## config.mk

```make
export PLATFORM = sky130hd
export DESIGN_NAME = data_mem_initiator
export DESIGN_NICKNAME = d
export VERILOG_FILES = /design/src/rtl/dmem_pkg.sv /design/src/rtl/dmem_settle_timer.sv /design/src/rtl/data_mem_initiator.sv
export SDC_FILE = /design/constraint.sdc
export NUM_CORES = 1
export LEC_CHECK = 0
export CAP_MARGIN = 20
export CORE_MARGIN = 8
export CORE_UTILIZATION = 42
export CTS_CLUSTER_SIZE = 12
export DETAILED_ROUTE_END_ITERATION = 7
export GPL_TIMING_DRIVEN = 0
export PLACE_DENSITY = 0.79
export SLEW_MARGIN = 20
export SYNTH_ARGS = -nofsm -noshare
export SYNTH_HDL_FRONTEND = slang
export SYNTH_SLANG_ARGS = --single-unit
```

## constraint.sdc

```tcl
create_clock -name clk -period 1.9 [get_ports clk]
set_input_delay 0.38 -clock clk [delete_from_list [all_inputs] [get_ports clk]]
set_output_delay 0.38 -clock clk [all_outputs]
set_load 0.03 [all_outputs]
```

## src/rtl/dmem_pkg.sv

```systemverilog
// Shared encodings and default widths for the data-memory initiator slice.
package dmem_pkg;

    localparam int unsigned DMEM_ADDR_W = 9;
    localparam int unsigned DMEM_DATA_W = 16;
    localparam int unsigned DMEM_CNT_W  = 4;

    typedef enum logic [1:0] {
        OP_READ  = 2'b00,
        OP_WRITE = 2'b01,
        OP_SET   = 2'b10,
        OP_CLR   = 2'b11
    } op_e;

    typedef enum logic [1:0] {
        IDLE      = 2'b00,
        ACCESS    = 2'b01,
        WRITEBACK = 2'b10,
        RESP      = 2'b11
    } state_e;

endpackage

```

## src/rtl/dmem_settle_timer.sv

```systemverilog
// Loadable down-counter with a zero flag; paces each memory phase.
module dmem_settle_timer
    import dmem_pkg::*;
#(
    parameter int unsigned CNT_W = DMEM_CNT_W
) (
    input  logic             clk,
    input  logic             rst_n,
    input  logic             load_i,
    input  logic [CNT_W-1:0] load_val_i,
    input  logic             dec_i,
    output logic             zero_c
);

    logic [CNT_W-1:0] cnt_q;
    logic [CNT_W-1:0] cnt_d;

    always_comb begin
        cnt_d = cnt_q;
        if (load_i) begin
            cnt_d = load_val_i;
        end else if (dec_i && (cnt_q != '0)) begin
            cnt_d = cnt_q - CNT_W'(1);
        end
    end

    always_ff @(posedge clk) begin
        if (!rst_n) begin
            cnt_q <= '0;
        end else begin
            cnt_q <= cnt_d;
        end
    end

    assign zero_c = (cnt_q == '0);

endmodule

```

## src/rtl/data_mem_initiator.sv

```systemverilog
// CPU-side data-memory master: holds memory signals stable for a settle window per phase.
// MEM_RMW_EN enables read-modify-write for bit-set/bit-clear; otherwise they read and flag an error.
module data_mem_initiator
    import dmem_pkg::*;
#(
    parameter int unsigned ADDR_W      = DMEM_ADDR_W,
    parameter int unsigned DATA_W      = DMEM_DATA_W,
    parameter int unsigned WAIT_CYCLES = 1
) (
    input  logic              clk,
    input  logic              rst_n,
    input  logic              req_valid,
    output logic              req_ready,
    input  logic [1:0]        req_op,
    input  logic [ADDR_W-1:0] req_addr,
    input  logic [DATA_W-1:0] req_wdata,
    output logic              resp_valid,
    input  logic              resp_ready,
    output logic [DATA_W-1:0] resp_rdata,
    output logic              resp_err,
    output logic              mem_read_write,
    output logic [ADDR_W-1:0] mem_addr,
    output logic [DATA_W-1:0] mem_wdata,
    input  logic [DATA_W-1:0] mem_rdata
);

    localparam int unsigned     CNT_W       = DMEM_CNT_W;
    localparam logic [CNT_W-1:0] SETTLE_LOAD = CNT_W'(WAIT_CYCLES - 1);

    state_e            state_q, state_d;
    op_e               op_q, op_d;
    logic              req_ready_q, req_ready_d;
    logic              resp_valid_q, resp_valid_d;
    logic [DATA_W-1:0] resp_rdata_q, resp_rdata_d;
    logic              resp_err_q, resp_err_d;
    logic              mem_rw_q, mem_rw_d;
    logic [ADDR_W-1:0] mem_addr_q, mem_addr_d;
    logic [DATA_W-1:0] mem_wdata_q, mem_wdata_d;

    logic req_fire_c;
    logic tmr_load_c;
    logic tmr_dec_c;
    logic tmr_zero_c;

    assign req_fire_c = req_valid && req_ready_q;

`ifdef MEM_RMW_EN
    // mem_wdata_q still carries the latched mask during the read phase
    logic [DATA_W-1:0] rmw_data_c;
    assign rmw_data_c = (op_q == OP_SET) ? (mem_rdata | mem_wdata_q)
                                         : (mem_rdata & ~mem_wdata_q);
`endif

    dmem_settle_timer #(
        .CNT_W (CNT_W)
    ) u_settle_timer (
        .clk        (clk),
        .rst_n      (rst_n),
        .load_i     (tmr_load_c),
        .load_val_i (SETTLE_LOAD),
        .dec_i      (tmr_dec_c),
        .zero_c     (tmr_zero_c)
    );

    always_comb begin
        state_d      = state_q;
        op_d         = op_q;
        req_ready_d  = req_ready_q;
        resp_valid_d = resp_valid_q;
        resp_rdata_d = resp_rdata_q;
        resp_err_d   = resp_err_q;
        mem_rw_d     = mem_rw_q;
        mem_addr_d   = mem_addr_q;
        mem_wdata_d  = mem_wdata_q;
        tmr_load_c   = 1'b0;
        tmr_dec_c    = 1'b0;

        case (state_q)
            IDLE: begin
                if (req_fire_c) begin
                    state_d     = ACCESS;
                    op_d        = op_e'(req_op);
                    mem_addr_d  = req_addr;
                    mem_wdata_d = req_wdata;
                    mem_rw_d    = (op_e'(req_op) == OP_WRITE);
                    req_ready_d = 1'b0;
                    resp_err_d  = 1'b0;
                    tmr_load_c  = 1'b1;
                end
            end

            ACCESS: begin
                if (!tmr_zero_c) begin
                    tmr_dec_c = 1'b1;
                end else begin
                    case (op_q)
                        OP_READ: begin
                            resp_rdata_d = mem_rdata;
                            resp_valid_d = 1'b1;
                            state_d      = RESP;
                        end
                        OP_WRITE: begin
                            mem_rw_d     = 1'b0;
                            resp_rdata_d = '0;
                            resp_valid_d = 1'b1;
                            state_d      = RESP;
                        end
                        default: begin
`ifdef MEM_RMW_EN
                            // old value parks in resp_rdata until the writeback finishes
                            resp_rdata_d = mem_rdata;
                            mem_wdata_d  = rmw_data_c;
                            mem_rw_d     = 1'b1;
                            tmr_load_c   = 1'b1;
                            state_d      = WRITEBACK;
`else
                            resp_rdata_d = mem_rdata;
                            resp_err_d   = 1'b1;
                            resp_valid_d = 1'b1;
                            state_d      = RESP;
`endif
                        end
                    endcase
                end
            end

`ifdef MEM_RMW_EN
            WRITEBACK: begin
                if (!tmr_zero_c) begin
                    tmr_dec_c = 1'b1;
                end else begin
                    mem_rw_d     = 1'b0;
                    resp_valid_d = 1'b1;
                    state_d      = RESP;
                end
            end
`endif

            RESP: begin
                if (resp_ready) begin
                    resp_valid_d = 1'b0;
                    req_ready_d  = 1'b1;
                    state_d      = IDLE;
                end
            end

            default: begin
                state_d      = IDLE;
                mem_rw_d     = 1'b0;
                resp_valid_d = 1'b0;
                req_ready_d  = 1'b1;
            end
        endcase
    end

    always_ff @(posedge clk) begin
        if (!rst_n) begin
            state_q      <= IDLE;
            op_q         <= OP_READ;
            req_ready_q  <= 1'b1;
            resp_valid_q <= 1'b0;
            resp_rdata_q <= '0;
            resp_err_q   <= 1'b0;
            mem_rw_q     <= 1'b0;
            mem_addr_q   <= '0;
            mem_wdata_q  <= '0;
        end else begin
            state_q      <= state_d;
            op_q         <= op_d;
            req_ready_q  <= req_ready_d;
            resp_valid_q <= resp_valid_d;
            resp_rdata_q <= resp_rdata_d;
            resp_err_q   <= resp_err_d;
            mem_rw_q     <= mem_rw_d;
            mem_addr_q   <= mem_addr_d;
            mem_wdata_q  <= mem_wdata_d;
        end
    end

    assign req_ready      = req_ready_q;
    assign resp_valid     = resp_valid_q;
    assign resp_rdata     = resp_rdata_q;
    assign resp_err       = resp_err_q;
    assign mem_read_write = mem_rw_q;
    assign mem_addr       = mem_addr_q;
    assign mem_wdata      = mem_wdata_q;

endmodule

```

==> metrics, run 1 <==
status=finished clean; initial antenna violation count=0; Die W=between 80 and 90 µm; gr usage total=15.4%; largest stage delay on the critical path=710 ps; # fillers=438; grt ovf=0; Worst-Skew Late Latency=~300 ps; worst vdd ir=between 0.4 and 0.5 mV; port buffer count=just over 90; RR Startpoint=u_settle_timer.cnt_q[0]; DRT Wirelength=about 6.0 mm; largest net degree at the start of global routing=16; Reg clk slew, reported paths=about 90 ps; # setup viols final=0; met2 GRT Util=24.6%; CP max FO=5; clk sink count=between 50 and 60; synthesized instance count=~250; vias in the first global route=approximately 2000; GR peak layer=met2; die area=0.00769 mm²; critical path arrival=~1400 ps; DRC=0; Worst Setup End Kind=primary output; Max Clock Freq=between 0.5 and 0.6 GHz; GRT met3 Usage=under 10%; commonest cells after routing, fill and taps aside=clkdlybuf4s50_1 (91), nand2_1 (58), dfxtp_1 (53); Hold Buf Count CTS=0; Clock Tree Buf Depth=2; TritonCTS buffer count=5; Least-Margin Pin Slew=about 410 ps; WHS Endpoint=mem_wdata[14]; drt wl/cell=around 14 µm; Area Overhead vs Synth=51.2%; Max-cap violations=0; Hold Crit Class=reg -> reg; DR iter-0 viols=72; Tcrit/Tclk final=a little over nine tenths; minimum clock period=around 1800 ps; power after layout=0.00263 W; Worst R2R Setup Slack=between 200 and 250 ps; power per cell area=~800 mW/mm²; drt via density=around 5; layout cells sized above 1=5.76%; max_slew headroom=about 73%; HPWL after DPL=4.53 mm; iteration count of the initial detailed-routing pass=4; Worst setup SP type=flop; worst path required time=between 1500 and 2000 ps; antenna fix cells=0; reg2reg end=resp_rdata[6]; CTS tree=built; met1 global-route usage=a little under a fifth; Rows=26; CTS Root Cell=clkbuf_8; vias post-DR=slightly above 2000; worst setup path category=reg -> out; Layout Skew=between 5 and 6 ps; final slew viol count=0; Seq/Total Area, Yosys=between 40% and 50%; unrepaired setup endpoints after global routing=no; crit-path cells=clkdlybuf4s50_1; Avg Inst Size Synth=between 8 and 9 µm²; Ports=92; YS warnings=0; Final nets=395; Setup Total Neg Slack=0 ps; core area=between 0.005 and 0.006 mm²; Die Ht=87.7 µm; Leak=~1.2 nW; initial core utilization=approximately 43%; Final ANT Viol Nets=0; Worst path top cell family by delay=buffers and inverters; final hold vios=0; worst reg2reg path depth=7; Post-Syn Area=around 0.0022 mm²; Syn Nets=297; first-pass GRT wire length=9.45 mm; hold path start=mem_wdata[14]; Bufs and invs on worst path=1; Hold Crit Depth=2; level count of the clock H-tree=2; Worst path slowest cell=clkdlybuf4s50_1; gpl congestion=0.811; Yosys cell types=28; most common cell after layout, fill and taps aside=clkdlybuf4s50_1; Synth Register Bits=53
-- per-layer routing --
layer	part of all wire (%)	vias up	wire length [µm]
met4	0.58	0	35
met2	46	62	2770
met3	10	5	608
met1	43	950	2590
li1	-	1052	-
met5	0	-	0
-- Yosys cell counts (all sizes together) --
| cell | count | share of area [%] |
|---|---|---|
| nor3b | 2 | 0.70 |
| o21a | 2 | 0.70 |
| a21oi | 7 | 1.6 |
| nand2b | 3 | 0.87 |
| nand3 | 1 | 0.23 |
| nand4 | 16 | 4.6 |
| buf | 13 | 3.8 |
| or4 | 3 | 1.0 |
| or3b | 1 | 0.41 |
| nor2b | 2 | 0.58 |
| a311oi | 1 | 0.41 |
| clkbuf | 9 | 1.6 |
| o32ai | 1 | 0.41 |
| dfxtp | 53 | 49 |
| ha | 1 | 0.58 |
| nand4bb | 1 | 0.52 |
| nor4bb | 1 | 0.46 |
| mux2i | 1 | 0.46 |
| inv | 4 | 0.70 |
| or3 | 1 | 0.29 |
| nand2 | 58 | 10 |
| o21ai | 20 | 4.6 |
| a21boi | 44 | 15 |
| nor2 | 3 | 0.52 |
| a31oi | 1 | 0.29 |
-- area by class of cell --
class / count / area [µm²] / share of cell area (%)
sequential: 53 / 1060 / 32.5
multi-input combinational: 170 / 966 / 29.6
timing repair buffer: 91 / 911 / 27.9
buffer: 22 / 119 / 3.64
tap: 70 / 87.6 / 2.68
clock buffer: 5 / 68.8 / 2.11
clock inverter: 2 / 35.0 / 1.07
inverter: 4 / 15.0 / 0.460
-- worst max path at each step --
stage                            startpoint                 endpoint  slack (ps)  cells after the start
finish                            req_ready                req_ready         110                      1
floorplan           u_settle_timer.cnt_q[0]  u_settle_timer.cnt_q[2]         400                      6
CTS                               req_ready                req_ready          90                      1
detailed placement                    rst_n           resp_rdata[10]        -130                      4
global route        u_settle_timer.cnt_q[0]            resp_rdata[6]          10                      7
global placement                      rst_n            resp_rdata[0]         -40                      4
-- per-stage QoR --
stage	setup slack, ps	cell area (µm²)	instances	hold slack, ps	util, %
5_1_grt	11.8	3260	417	477	64.7
3_3_place_gp	-38.1	3160	410	440	62.6
2_1_floorplan	395	2160	249	436	-
6_report	109	3260	417	454	64.7
3_5_place_dp	-131	3160	410	444	62.6
4_1_cts	89.0	3260	417	457	64.7
-- what timing repair did --
item,4_1_cts,5_1_grt
endpoints found under the setup margin,0,1
buffers inserted,0,0
resized for setup,0,1
-- power by group --
part	internal, W	leakage [nW]	switching (W)
Clock	0.000383	0.0540	0.000349
Sequential	0.00119	0.433	0.0000424
Combinational	0.000306	0.683	0.000356
Total	0.00188	1.17	0.000747
-- cell families after synthesis --
| family | after synthesis | share of synthesized area (%) |
|---|---|---|
| buffers and inverters | 26 | 6.09 |
| adder cells (fa/ha/maj) | 1 | 0.580 |
| AND/OR/NAND/NOR | 92 | 20.3 |
| flip-flops | 53 | 49.2 |
| multiplexers | 1 | 0.464 |
| AO/OA/AOI/OAI | 76 | 23.4 |
-- registers in the layout (all words and copies together), names as in the netlist --
| name | cells |
|---|---|
| mem_wdata | 16 |
| resp_rdata | 16 |
| mem_addr | 9 |
| u_settle_timer.cnt_q | 4 |
| op_q | 2 |
| state_q | 2 |
| mem_read_write | 1 |
| req_ready | 1 |
| resp_err | 1 |
| resp_valid | 1 |
(Power assumes the default switching activity.)
==> run 2, diff against run 1 <==
Settings changed: SKIP_CTS_REPAIR_TIMING set to 1.
==> results of run 2 <==
Final layout, timing and power as in run 1 (identical DEF).
